===== src/rtl/avalon_burst_slave.sv =====
// avalon_burst_slave: Avalon-MM burst slave front-end for the classifier accelerator.
// Burst writes load the pixel and weight SRAMs. Burst reads return result words and status.
// Every beat is decoded by address and gets an OKAY, SLAVEERROR or DECODEERROR response.
// Optional feature macro: AVALON_WRITE_RESPONSE_EN. When it is defined, the slave adds a WR_RESP
// state and drives writeresponsevalid. When it is undefined, writeresponsevalid is tied to 0.
module avalon_burst_slave #(
    parameter int DATA_W    = 32,
    parameter int ADDR_W    = 11,
    parameter int BURST_W   = 10,
    parameter int STORE_W   = 16,
    parameter int PIX_BASE  = 0,
    parameter int PIX_DEPTH = 784,
    parameter int WGT_BASE  = 1024,
    parameter int WGT_DEPTH = 784,
    parameter int RES_BASE  = 1920,
    parameter int RES_DEPTH = 16,
    parameter int STAT_ADDR = 1984,
    parameter int OA_W      = $clog2(RES_DEPTH)
) (
    input  logic               clk,
    input  logic               n_rst,
    input  logic               write,
    input  logic               read,
    input  logic               beginbursttransfer,
    input  logic [BURST_W-1:0] burstcount,
    input  logic [ADDR_W-1:0]  address,
    input  logic [DATA_W-1:0]  writedata,
    output logic [DATA_W-1:0]  readdata,
    output logic               readdatavalid,
    output logic               waitrequest,
    output logic               writeresponsevalid,
    output logic [1:0]         response,
    input  logic [DATA_W-1:0]  result_output,
    input  logic               done_calc,
    output logic [OA_W-1:0]    output_address,
    output logic [ADDR_W-1:0]  pixel_address,
    output logic [ADDR_W-1:0]  weight_address,
    output logic               w_enable_pixels,
    output logic               w_enable_weights,
    output logic [STORE_W-1:0] store_data
);

    // One spare bit so burst addresses past the top of the map never wrap.
    localparam int AW1 = ADDR_W + 1;

    localparam logic [1:0] RSP_OKAY   = 2'b00;
    localparam logic [1:0] RSP_SLVERR = 2'b10;
    localparam logic [1:0] RSP_DECERR = 2'b11;

    typedef enum logic [1:0] {IDLE, WR_BURST, RD_BURST, WR_RESP} state_t;
    typedef enum logic [2:0] {RG_NONE, RG_PIX, RG_WGT, RG_RES, RG_STAT} region_t;

`ifdef AVALON_WRITE_RESPONSE_EN
    localparam state_t WR_DONE = WR_RESP;
`else
    localparam state_t WR_DONE = IDLE;
`endif

    function automatic region_t decode(input logic [AW1-1:0] a);
        int ai;
        ai = int'(a);
        if (ai >= PIX_BASE && ai < PIX_BASE + PIX_DEPTH)      return RG_PIX;
        else if (ai >= WGT_BASE && ai < WGT_BASE + WGT_DEPTH) return RG_WGT;
        else if (ai >= RES_BASE && ai < RES_BASE + RES_DEPTH) return RG_RES;
        else if (ai == STAT_ADDR)                             return RG_STAT;
        else                                                  return RG_NONE;
    endfunction

    function automatic logic [1:0] wr_rsp(input region_t rg);
        case (rg)
            RG_PIX, RG_WGT:  return RSP_OKAY;
            RG_RES, RG_STAT: return RSP_SLVERR;
            default:         return RSP_DECERR;
        endcase
    endfunction

    function automatic logic [1:0] rd_rsp(input region_t rg);
        case (rg)
            RG_RES, RG_STAT: return RSP_OKAY;
            RG_PIX, RG_WGT:  return RSP_SLVERR;
            default:         return RSP_DECERR;
        endcase
    endfunction

    // The encodings are ordered so that a numeric max gives the worst response.
    function automatic logic [1:0] worst(input logic [1:0] a, input logic [1:0] b);
        return (a > b) ? a : b;
    endfunction

    state_t             state_q, state_d;
    logic [BURST_W-1:0] wr_left_q, wr_left_d;
    logic [BURST_W-1:0] rd_left_q, rd_left_d;
    logic [AW1-1:0]     beat_addr_q, beat_addr_d;
    logic [1:0]         wr_err_q, wr_err_d;

    logic               w_enable_pixels_q, w_enable_weights_q;
    logic [ADDR_W-1:0]  pixel_address_q, weight_address_q;
    logic [STORE_W-1:0] store_data_q;

    logic               vld_p1_q;
    region_t            rg_p1_q;
    logic [OA_W-1:0]    output_address_q;
    logic               vld_p2_q;
    logic [DATA_W-1:0]  readdata_p2_q;
    logic [1:0]         rsp_p2_q;

    logic [BURST_W-1:0] blen;
    logic [AW1-1:0]     cur_addr;
    region_t            cur_rg;
    logic               wr_beat, rd_issue;
    logic [DATA_W-1:0]  rd_data_c;
    logic               unused_wdata;

    assign unused_wdata = ^writedata[DATA_W-1:STORE_W];

    // The first beat uses the bus address. Later beats use the internal beat counter.
    assign cur_addr = (state_q == IDLE) ? {1'b0, address} : beat_addr_q;
    assign cur_rg   = decode(cur_addr);
    assign blen     = (beginbursttransfer && burstcount != '0) ? burstcount : BURST_W'(1);

    // FSM state and burst bookkeeping registers.
    always_ff @(posedge clk or negedge n_rst) begin
        if (!n_rst) begin
            state_q     <= IDLE;
            wr_left_q   <= '0;
            rd_left_q   <= '0;
            beat_addr_q <= '0;
            wr_err_q    <= RSP_OKAY;
        end else begin
            state_q     <= state_d;
            wr_left_q   <= wr_left_d;
            rd_left_q   <= rd_left_d;
            beat_addr_q <= beat_addr_d;
            wr_err_q    <= wr_err_d;
        end
    end

    // Next state logic, command acceptance and beat issue.
    always_comb begin
        state_d     = state_q;
        wr_left_d   = wr_left_q;
        rd_left_d   = rd_left_q;
        beat_addr_d = beat_addr_q;
        wr_err_d    = wr_err_q;
        wr_beat     = 1'b0;
        rd_issue    = 1'b0;
        case (state_q)
            IDLE: begin
                beat_addr_d = {1'b0, address} + AW1'(1);
                if (write) begin
                    wr_beat   = 1'b1;
                    wr_err_d  = wr_rsp(cur_rg);
                    wr_left_d = blen - BURST_W'(1);
                    state_d   = (blen == BURST_W'(1)) ? WR_DONE : WR_BURST;
                end else if (read) begin
                    rd_issue  = 1'b1;
                    rd_left_d = blen - BURST_W'(1);
                    state_d   = RD_BURST;
                end
            end
            WR_BURST: begin
                if (write) begin
                    wr_beat     = 1'b1;
                    wr_err_d    = worst(wr_err_q, wr_rsp(cur_rg));
                    beat_addr_d = beat_addr_q + AW1'(1);
                    wr_left_d   = wr_left_q - BURST_W'(1);
                    if (wr_left_q == BURST_W'(1)) state_d = WR_DONE;
                end
            end
            RD_BURST: begin
                if (rd_left_q != '0) begin
                    rd_issue    = 1'b1;
                    beat_addr_d = beat_addr_q + AW1'(1);
                    rd_left_d   = rd_left_q - BURST_W'(1);
                end else if (!vld_p1_q) begin
                    state_d = IDLE;
                end
            end
            WR_RESP: state_d = IDLE;
            default: state_d = IDLE;
        endcase
    end

    // Registered memory write strobes, region-relative addresses and store data.
    always_ff @(posedge clk or negedge n_rst) begin
        if (!n_rst) begin
            w_enable_pixels_q  <= 1'b0;
            w_enable_weights_q <= 1'b0;
            pixel_address_q    <= '0;
            weight_address_q   <= '0;
            store_data_q       <= '0;
        end else begin
            w_enable_pixels_q  <= wr_beat && (cur_rg == RG_PIX);
            w_enable_weights_q <= wr_beat && (cur_rg == RG_WGT);
            if (wr_beat && cur_rg == RG_PIX)
                pixel_address_q <= ADDR_W'(cur_addr - AW1'(PIX_BASE));
            if (wr_beat && cur_rg == RG_WGT)
                weight_address_q <= ADDR_W'(cur_addr - AW1'(WGT_BASE));
            if (wr_beat && (cur_rg == RG_PIX || cur_rg == RG_WGT))
                store_data_q <= writedata[STORE_W-1:0];
        end
    end

    // Read stage 1: present the result buffer index the cycle after issue.
    always_ff @(posedge clk or negedge n_rst) begin
        if (!n_rst) begin
            vld_p1_q         <= 1'b0;
            rg_p1_q          <= RG_NONE;
            output_address_q <= '0;
        end else begin
            vld_p1_q <= rd_issue;
            rg_p1_q  <= cur_rg;
            if (rd_issue && cur_rg == RG_RES)
                output_address_q <= OA_W'(cur_addr - AW1'(RES_BASE));
        end
    end

    // Select the read data for the beat in stage 1.
    always_comb begin
        rd_data_c = '0;
        case (rg_p1_q)
            RG_RES:  rd_data_c = result_output;
            RG_STAT: rd_data_c[0] = done_calc;
            default: rd_data_c = '0;
        endcase
    end

    // Read stage 2: register the beat. Data and response are forced to 0 when no beat is valid.
    always_ff @(posedge clk or negedge n_rst) begin
        if (!n_rst) begin
            vld_p2_q      <= 1'b0;
            readdata_p2_q <= '0;
            rsp_p2_q      <= RSP_OKAY;
        end else begin
            vld_p2_q      <= vld_p1_q;
            readdata_p2_q <= vld_p1_q ? rd_data_c : '0;
            rsp_p2_q      <= vld_p1_q ? rd_rsp(rg_p1_q) : RSP_OKAY;
        end
    end

    assign waitrequest      = !n_rst || (state_q == RD_BURST) || (state_q == WR_RESP);
    assign readdata         = readdata_p2_q;
    assign readdatavalid    = vld_p2_q;
    assign output_address   = output_address_q;
    assign pixel_address    = pixel_address_q;
    assign weight_address   = weight_address_q;
    assign w_enable_pixels  = w_enable_pixels_q;
    assign w_enable_weights = w_enable_weights_q;
    assign store_data       = store_data_q;

`ifdef AVALON_WRITE_RESPONSE_EN
    assign writeresponsevalid = (state_q == WR_RESP);
    assign response           = (state_q == WR_RESP) ? wr_err_q : rsp_p2_q;
`else
    assign writeresponsevalid = 1'b0;
    assign response           = rsp_p2_q;
`endif

endmodule

===== config.mk =====
export PLATFORM = sky130hd
export DESIGN_NAME = avalon_burst_slave
export DESIGN_NICKNAME = d
export VERILOG_FILES = /design/src/rtl/avalon_burst_slave.sv
export SDC_FILE = /design/constraint.sdc
export NUM_CORES = 1
export LEC_CHECK = 0
export BUFFER_PORTS_ARGS = -buffer_cell sky130_fd_sc_hd__buf_2
export CAP_MARGIN = 10
export CORE_MARGIN = 1
export CORE_UTILIZATION = 36
export DETAILED_ROUTE_END_ITERATION = 8
export SLEW_MARGIN = 20
export SYNTH_ARGS = -nofsm -noshare
export SYNTH_HDL_FRONTEND = slang
export SYNTH_SLANG_ARGS = --single-unit

===== constraint.sdc =====
create_clock -name clk -period 5.58 [get_ports clk]
set_clock_uncertainty 0.05 [all_clocks]
set_input_delay 1.395 -clock clk [delete_from_list [all_inputs] [get_ports clk]]
set_output_delay 1.395 -clock clk [all_outputs]
set_load 0.01 [all_outputs]

==> results of run 1 <==
cells in the final DEF (no fill, tap or decap), drive strengths merged, types with 11 or more instances in the layout:
cell / instances
o21ai: 38
inv: 27
and3: 32
a21oi: 46
nand2: 34
mux2i: 19
nor2: 41
buf: 160
dfrtp: 117
nand3: 19
mux2: 20
nand4: 12
clkbuf: 20
ha: 11
stage by stage:
stage               hold slack, ns  power, mW  area [um^2]  worst slack (ns)  util (%)
floorplan                    0.401       2.61         5960              2.23         -
global placement             0.430       3.05         6880              1.65      43.0
detailed placement           0.439       3.11         6880              1.61      43.0
CTS                          0.453       4.14         7440              1.97      46.5
global route                 0.466       4.42         7440              1.76      46.5
finish                       0.450       4.13         7440              1.96      46.5
path summary, 6_finish.rpt:
kind / cells after the start / start / end
worst max-delay path: 6 / state_q[0] / store_data[1]
worst min-delay path: 1 / store_data[0] / store_data[0]
worst max register to register: 6 / state_q[0] / store_data[1]
worst min register to register: 1 / store_data[0] / store_data[0]
max in group asynchronous: 3 / n_rst / state_q[1]
min in group asynchronous: 2 / n_rst / response[1]
kinds of logic (layout without fill, tap and decap cells):
group | after synthesis | count (layout) | share of synthesized area [%]
AND/OR/NAND/NOR | 194 | 194 | 18.4
AO/OA/AOI/OAI | 147 | 147 | 16.3
flip-flops | 117 | 117 | 49.1
buffers and inverters | 52 | 215 | 4.32
multiplexers | 39 | 39 | 8.02
adder cells (fa/ha/maj) | 11 | 11 | 2.31
XOR/XNOR | 10 | 10 | 1.47
other | 1 | 1 | 0.0629
area by class of cell:
type	count	area, um^2	area share [%]
clock buffer	20	467	6.27
clock inverter	12	95.1	1.28
inverter	23	86.3	1.16
multi-input combinational	402	2780	37.3
sequential	117	2930	39.3
tap	216	270	3.63
timing repair buffer	160	818	11.0
power by group:
group          internal (mW)  total, mW  switching (mW)
Sequential              1.16       1.43           0.272
Combinational          0.708       1.68           0.968
Clock                  0.608       1.02           0.414
per-layer routing:
layer,global-route usage (%),up-vias,routed length [um]
li1,-,2397,-
met1,24.0,2482,7110
met2,30.3,166,7200
met3,4.44,21,919
met4,7.17,0,274
met5,0,-,0
sequential cells by signal, indices dropped and copies added (netlist names):
name              flops
readdata             32
store_data           16
pixel_address        11
wr_left_q            10
beat_addr_q          12
rg_p1_q               3
vld_p1_q              1
weight_address       11
w_enable_weights      1
state_q               2
response              2
w_enable_pixels       1
output_address        4
rd_left_q            10
readdatavalid         1
==> impl_metrics.py, run 1 <==
metrics = {
    "run_status": {
        "status": "completed",
    },
    "finish": {
        "area_delta_synth_final_pct": 24.8,
        "antenna_cells": 0,
        "final_cells": 950,
        "final_nets": 823,
        "final_layout_size_suffix_gt1_share_pct": 31.7,
        "nFillCells": 1517,
    },
    "floorplanning": {
        "die-area_um2": 17100,
        "die_x_um": 131,
        "io_pins": 172,
        "dieHeight_um": 131,
        "core-area_um2": 16000,
        "initial_utilization_pct": 37.3,
        "num_rows": 46,
    },
    "worst_setup_path": {
        "cpMaxStageDelayCell": "a221oi_4",
        "crit_type": "reg2reg",
        "critPathBufInv": 2,
        "end_kind": "flip-flop",
        "worstPathArrival_ns": 3.86,
        "cp_top_family": "compound AO/OA/AOI/OAI gates",
        "required_ns": 5.82,
        "rrSetupSlack_ns": 1.96,
        "max_stage_delay_ns": 0.99,
        "worstPathCellList": "inv_1, ha_1, buf_4, o21ai_1, a221oi_4, mux2_2",
        "critPathMaxFanout": 18,
        "cp-start-kind": "flip-flop",
    },
    "timing": {
        "hold_viol_final": 0,
        "tightest_slew_ns": 1.10,
        "fin_crit_ns": 3.62,
        "tns_ns": 0,
        "fmax_mhz": 276,
        "finalSetupViolCount": 0,
        "period_share_pct": 65.0,
        "drv_slew": 0,
        "max_slew_margin_pct": 26.6,
        "rsz0062_at_grt": "no",
    },
    "clock_tree": {
        "holdBufCountCts": 0,
        "cts_buffers": 17,
        "cts.sinks": 117,
        "clk_pin_slew_ns": 0.05,
        "cts_tree": "built",
        "root_buffer": "clkbuf_16",
        "cts.htree.levels": 4,
        "cts_resized": 0,
        "clock_path_buffers": 2,
        "post-cts-setup-buffers": 0,
        "clk_latency_ns": 0.41,
    },
    "detailed_routing": {
        "post_drt_via_cell_ratio": 5.33,
        "first_pass_iters": 5,
        "dr.first_iter.drc_count": 301,
        "vias": 5066,
        "antenna_left": 0,
        "drt_wl_total_um": 15500,
        "drc_errors": 0,
        "wl_per_cell_um": 16.3,
    },
    "yosys": {
        "synth_top_area_share_pct": 49.1,
        "yosysMostFrequentCell": "dfrtp_1",
        "ys_top_cells_by_count": "117 x dfrtp_1, 46 x a21oi_1, 41 x nor2_1",
        "synth_area_per_cell_um2": 10.4,
        "ys_ff_latch": 117,
        "yosys.cell_types.count": 76,
        "synth_fp_nets": 673,
        "synth_area_um2": 5960,
        "synth_warnings": 0,
        "seq_area_frac_synth_pct": 49.1,
        "synth_area_leaders": "dfrtp_1 49%, a21oi_1 3.9%, and3_1 3.4%",
        "synth_edf_count": 0,
        "yosys.area.top_type": "dfrtp_1",
        "synthFlopType": "dfrtp_1",
        "syn_inst": 571,
        "synthArstFlopShare_pct": 100,
    },
    "global_route": {
        "grt_max_degree": 62,
        "grt_first_pass_wirelength_um": 24500,
        "grt_pass1_vias": 4899,
        "antenna_found_initial": 0,
        "grt.total_usage_pct": 18.6,
        "globalRouteOverflowTotal": 0,
    },
    "placement": {
        "gp_congestion": 0.867,
        "dp_hpwl_um": 11300,
        "dp_cells": 918,
        "io_buffers": 154,
    },
    "power_and_ir_drop": {
        "peakVddDrop_uv": 284,
        "p_per_area_nw_per_um2": 554,
        "p_leak_nw": 3.55,
    },
    "hold_path": {
        "hold_path.class": "reg2reg",
    },
    "flow_run": {
        "cap_violations": 0,
    },
}
Note: power is estimated with default switching activity, not from simulation.
==> run 2: changes to the inputs <==
--- a/config.mk
+++ b/config.mk
@@ -5,6 +5,7 @@
 export SDC_FILE = /design/constraint.sdc
 export NUM_CORES = 1
 export LEC_CHECK = 0
+export ABC_AREA = 1
 export BUFFER_PORTS_ARGS = -buffer_cell sky130_fd_sc_hd__buf_2
 export CAP_MARGIN = 10
 export CORE_MARGIN = 1
==> constraint.sdc (replaced) <==
create_clock -name clk -period 3.6 [get_ports clk]
set_clock_uncertainty 0.05 [all_clocks]
set_input_delay 0.9 -clock clk [delete_from_list [all_inputs] [get_ports clk]]
set_output_delay 0.9 -clock clk [all_outputs]
set_load 0.01 [all_outputs]
==> impl_metrics.py, run 2 <==
metrics = {
    "run_status": {
        "status": "completed",
    },
    "yosys": {
        "seq_area_frac_synth_pct": 49.9,
        "syn_inst": 727,
        "synth_area_per_cell_um2": 8.07,
        "synthArstFlopShare_pct": 100,
        "synth_top_area_share_pct": 49.9,
        "synth_area_leaders": "dfrtp_1 50%, nand2_1 12%, inv_1 6.2%",
        "yosys.cell_types.count": 41,
        "synth_area_um2": 5870,
        "synthFlopType": "dfrtp_1",
        "synth_edf_count": 0,
        "yosysMostFrequentCell": "nand2_1",
        "ys_ff_latch": 117,
        "synth_warnings": 0,
        "ys_top_cells_by_count": "180 x nand2_1, 117 x dfrtp_1, 97 x inv_1",
        "yosys.area.top_type": "dfrtp_1",
        "synth_fp_nets": 829,
    },
    "worst_setup_path": {
        "crit_type": "reg2out",
        "critPathBufInv": 3,
        "critPathMaxFanout": 15,
        "worstPathArrival_ns": 2.14,
        "cpMaxStageDelayCell": "ha_1",
        "cp-start-kind": "flip-flop",
        "end_kind": "primary output",
        "max_stage_delay_ns": 0.45,
        "worst-path-stages": 5,
        "cpMostUsedCell": "inv_1",
        "worstPathCellList": "inv_1, ha_1, inv_1, nand3b_1, buf_2",
        "required_ns": 2.65,
        "cp_top_family": "buffers and inverters",
        "reg2reg_depth": 12,
    },
    "global_route": {
        "grt_first_pass_wirelength_um": 22600,
        "antenna_found_initial": 0,
        "globalRouteOverflowTotal": 0,
        "grt_pass1_vias": 4524,
        "grt_max_degree": 118,
        "grt.total_usage_pct": 17.4,
    },
    "timing": {
        "fmax_mhz": 323,
        "tightest_slew_ns": 0.999,
        "period_share_pct": 85.9,
        "rsz0062_at_grt": "no",
        "drv_slew": 0,
        "finalSetupViolCount": 0,
        "tns_ns": 0,
        "max_slew_margin_pct": 33.2,
        "fin_crit_ns": 3.09,
        "hold_viol_final": 0,
    },
    "detailed_routing": {
        "first_pass_iters": 4,
        "wl_per_cell_um": 12.7,
        "antenna_left": 0,
        "drt_wl_total_um": 14100,
        "drc_errors": 0,
        "post_drt_via_cell_ratio": 4.50,
        "dr.first_iter.drc_count": 294,
        "vias": 4979,
    },
    "clock_tree": {
        "holdBufCountCts": 0,
        "clk_latency_ns": 0.40,
        "cts_resized": 0,
        "clk_pin_slew_ns": 0.05,
        "cts.htree.levels": 4,
        "root_buffer": "clkbuf_16",
        "post-cts-setup-buffers": 0,
        "cts.sinks": 117,
        "clock_path_buffers": 2,
        "cts_tree": "built",
        "cts_buffers": 17,
    },
    "floorplanning": {
        "core-area_um2": 15900,
        "dieHeight_um": 130,
        "num_rows": 46,
        "die_x_um": 130,
        "io_pins": 172,
        "die-area_um2": 16800,
        "initial_utilization_pct": 36.9,
    },
    "finish": {
        "final_layout_size_suffix_gt1_share_pct": 24.5,
        "final_cell_mix": "180 x nand2_1, 153 x buf_2, 117 x dfrtp_1",
        "area_delta_synth_final_pct": 26.3,
        "final_area_um2": 7410,
        "antenna_cells": 0,
        "largest_reg_flops": 32,
        "final_nets": 981,
        "final_common_cell": "nand2_1",
    },
    "hold_path": {
        "hold_path.class": "reg2reg",
        "holdPathStages": 2,
    },
    "placement": {
        "gp_congestion": 0.823,
        "io_buffers": 154,
        "dp_hpwl_um": 10000,
        "dpl_cell_area_um2": 6770,
    },
    "flow_run": {
        "cap_violations": 0,
    },
    "power_and_ir_drop": {
        "p_per_area_nw_per_um2": 869,
        "peakVddDrop_uv": 402,
        "p_leak_nw": 4.13,
    },
}
==> run 2: cell types whose count changed in the layout (fill, tap and decap cells not counted), sizes merged, moves of 7 or more <==
cell | previous run | this run
nand3 | 19 | 43
mux2 | 20 | 0
a21oi | 46 | 16
and3 | 32 | 0
nand2 | 34 | 193
or3 | 8 | 0
inv | 27 | 103
o22ai | 10 | 1
nor4 | 7 | 0
o21ai | 38 | 82
nor2 | 41 | 94
mux2i | 19 | 0
==> run 2: layout make-up <==
cell class	count	area [um^2]
Fill cell	1584	8470
Sequential cell	117	2930
Multi-Input combinational cell	484	2380
Timing Repair Buffer	156	801
Clock buffer	22	464
Inverter	103	394
Tap cell	216	270
Clock inverter	9	175
==> run 2: logic make-up (layout without fill, tap and decap cells) <==
group           count (synthesis)  after routing  synth area share (%)
buf+inv                       126            290                  9.55
xor+xnor                       14             14                  2.09
fa+ha+maj                      11             11                  2.34
other cells                     1              1                0.0639
simple gates                  348            348                  25.5
flops                         117            117                  49.9
compound gates                110            110                  10.6
==> run 2: power by group <==
part,switching [mW],total [mW],internal [mW]
registers,0.260,2.04,1.78
logic,1.69,2.58,0.890
clock network,0.572,1.83,1.26
==> run 2: worst paths after layout <==
path | startpoint | end | slack, ns
worst max-delay path | state_q[0] | waitrequest | 0.51
worst min-delay path | weight_address[10] | weight_address[10] | 0.41
worst max register to register | state_q[0] | store_data[0] | 0.73
worst min register to register | weight_address[10] | weight_address[10] | 0.41
max in group asynchronous | n_rst | wr_left_q[5] | 2.38
min in group asynchronous | n_rst | pixel_address[0] | 0.46
==> run 2: metal layers <==
layer	wire, um	share of wire, %	track usage, %	vias up
li1	-	-	-	2595
met2	6400	46	26.7	125
met3	795	5.7	4.29	4
met5	0	0	0	-
met1	6790	48	23.7	2255
met4	70	0.50	6.77	0
==> run 2: worst register-to-register path: cells and delay by family (launching register included) <==
| family | cells | cell delay, ns |
|---|---|---|
| compound gates | 2 | 0.45 |
| fa+ha+maj | 1 | 0.72 |
| buf+inv | 2 | 0.28 |
| flops | 1 | 0.41 |
| simple gates | 7 | 0.89 |
==> run 2: metrics by stage <==
stage | worst slack, ns | hold slack, ns | total power [mW] | cells | util [%]
2_1_floorplan | 1.32 | 0.383 | 3.97 | 727 | -
5_1_grt | 0.350 | 0.436 | 6.98 | 1107 | 46.7
4_1_cts | 0.476 | 0.411 | 6.52 | 1107 | 46.7
3_3_place_gp | 0.741 | 0.394 | 4.61 | 1076 | 42.6
3_5_place_dp | 0.713 | 0.397 | 4.64 | 1076 | 42.6
6_report | 0.507 | 0.410 | 6.44 | 1107 | 46.7
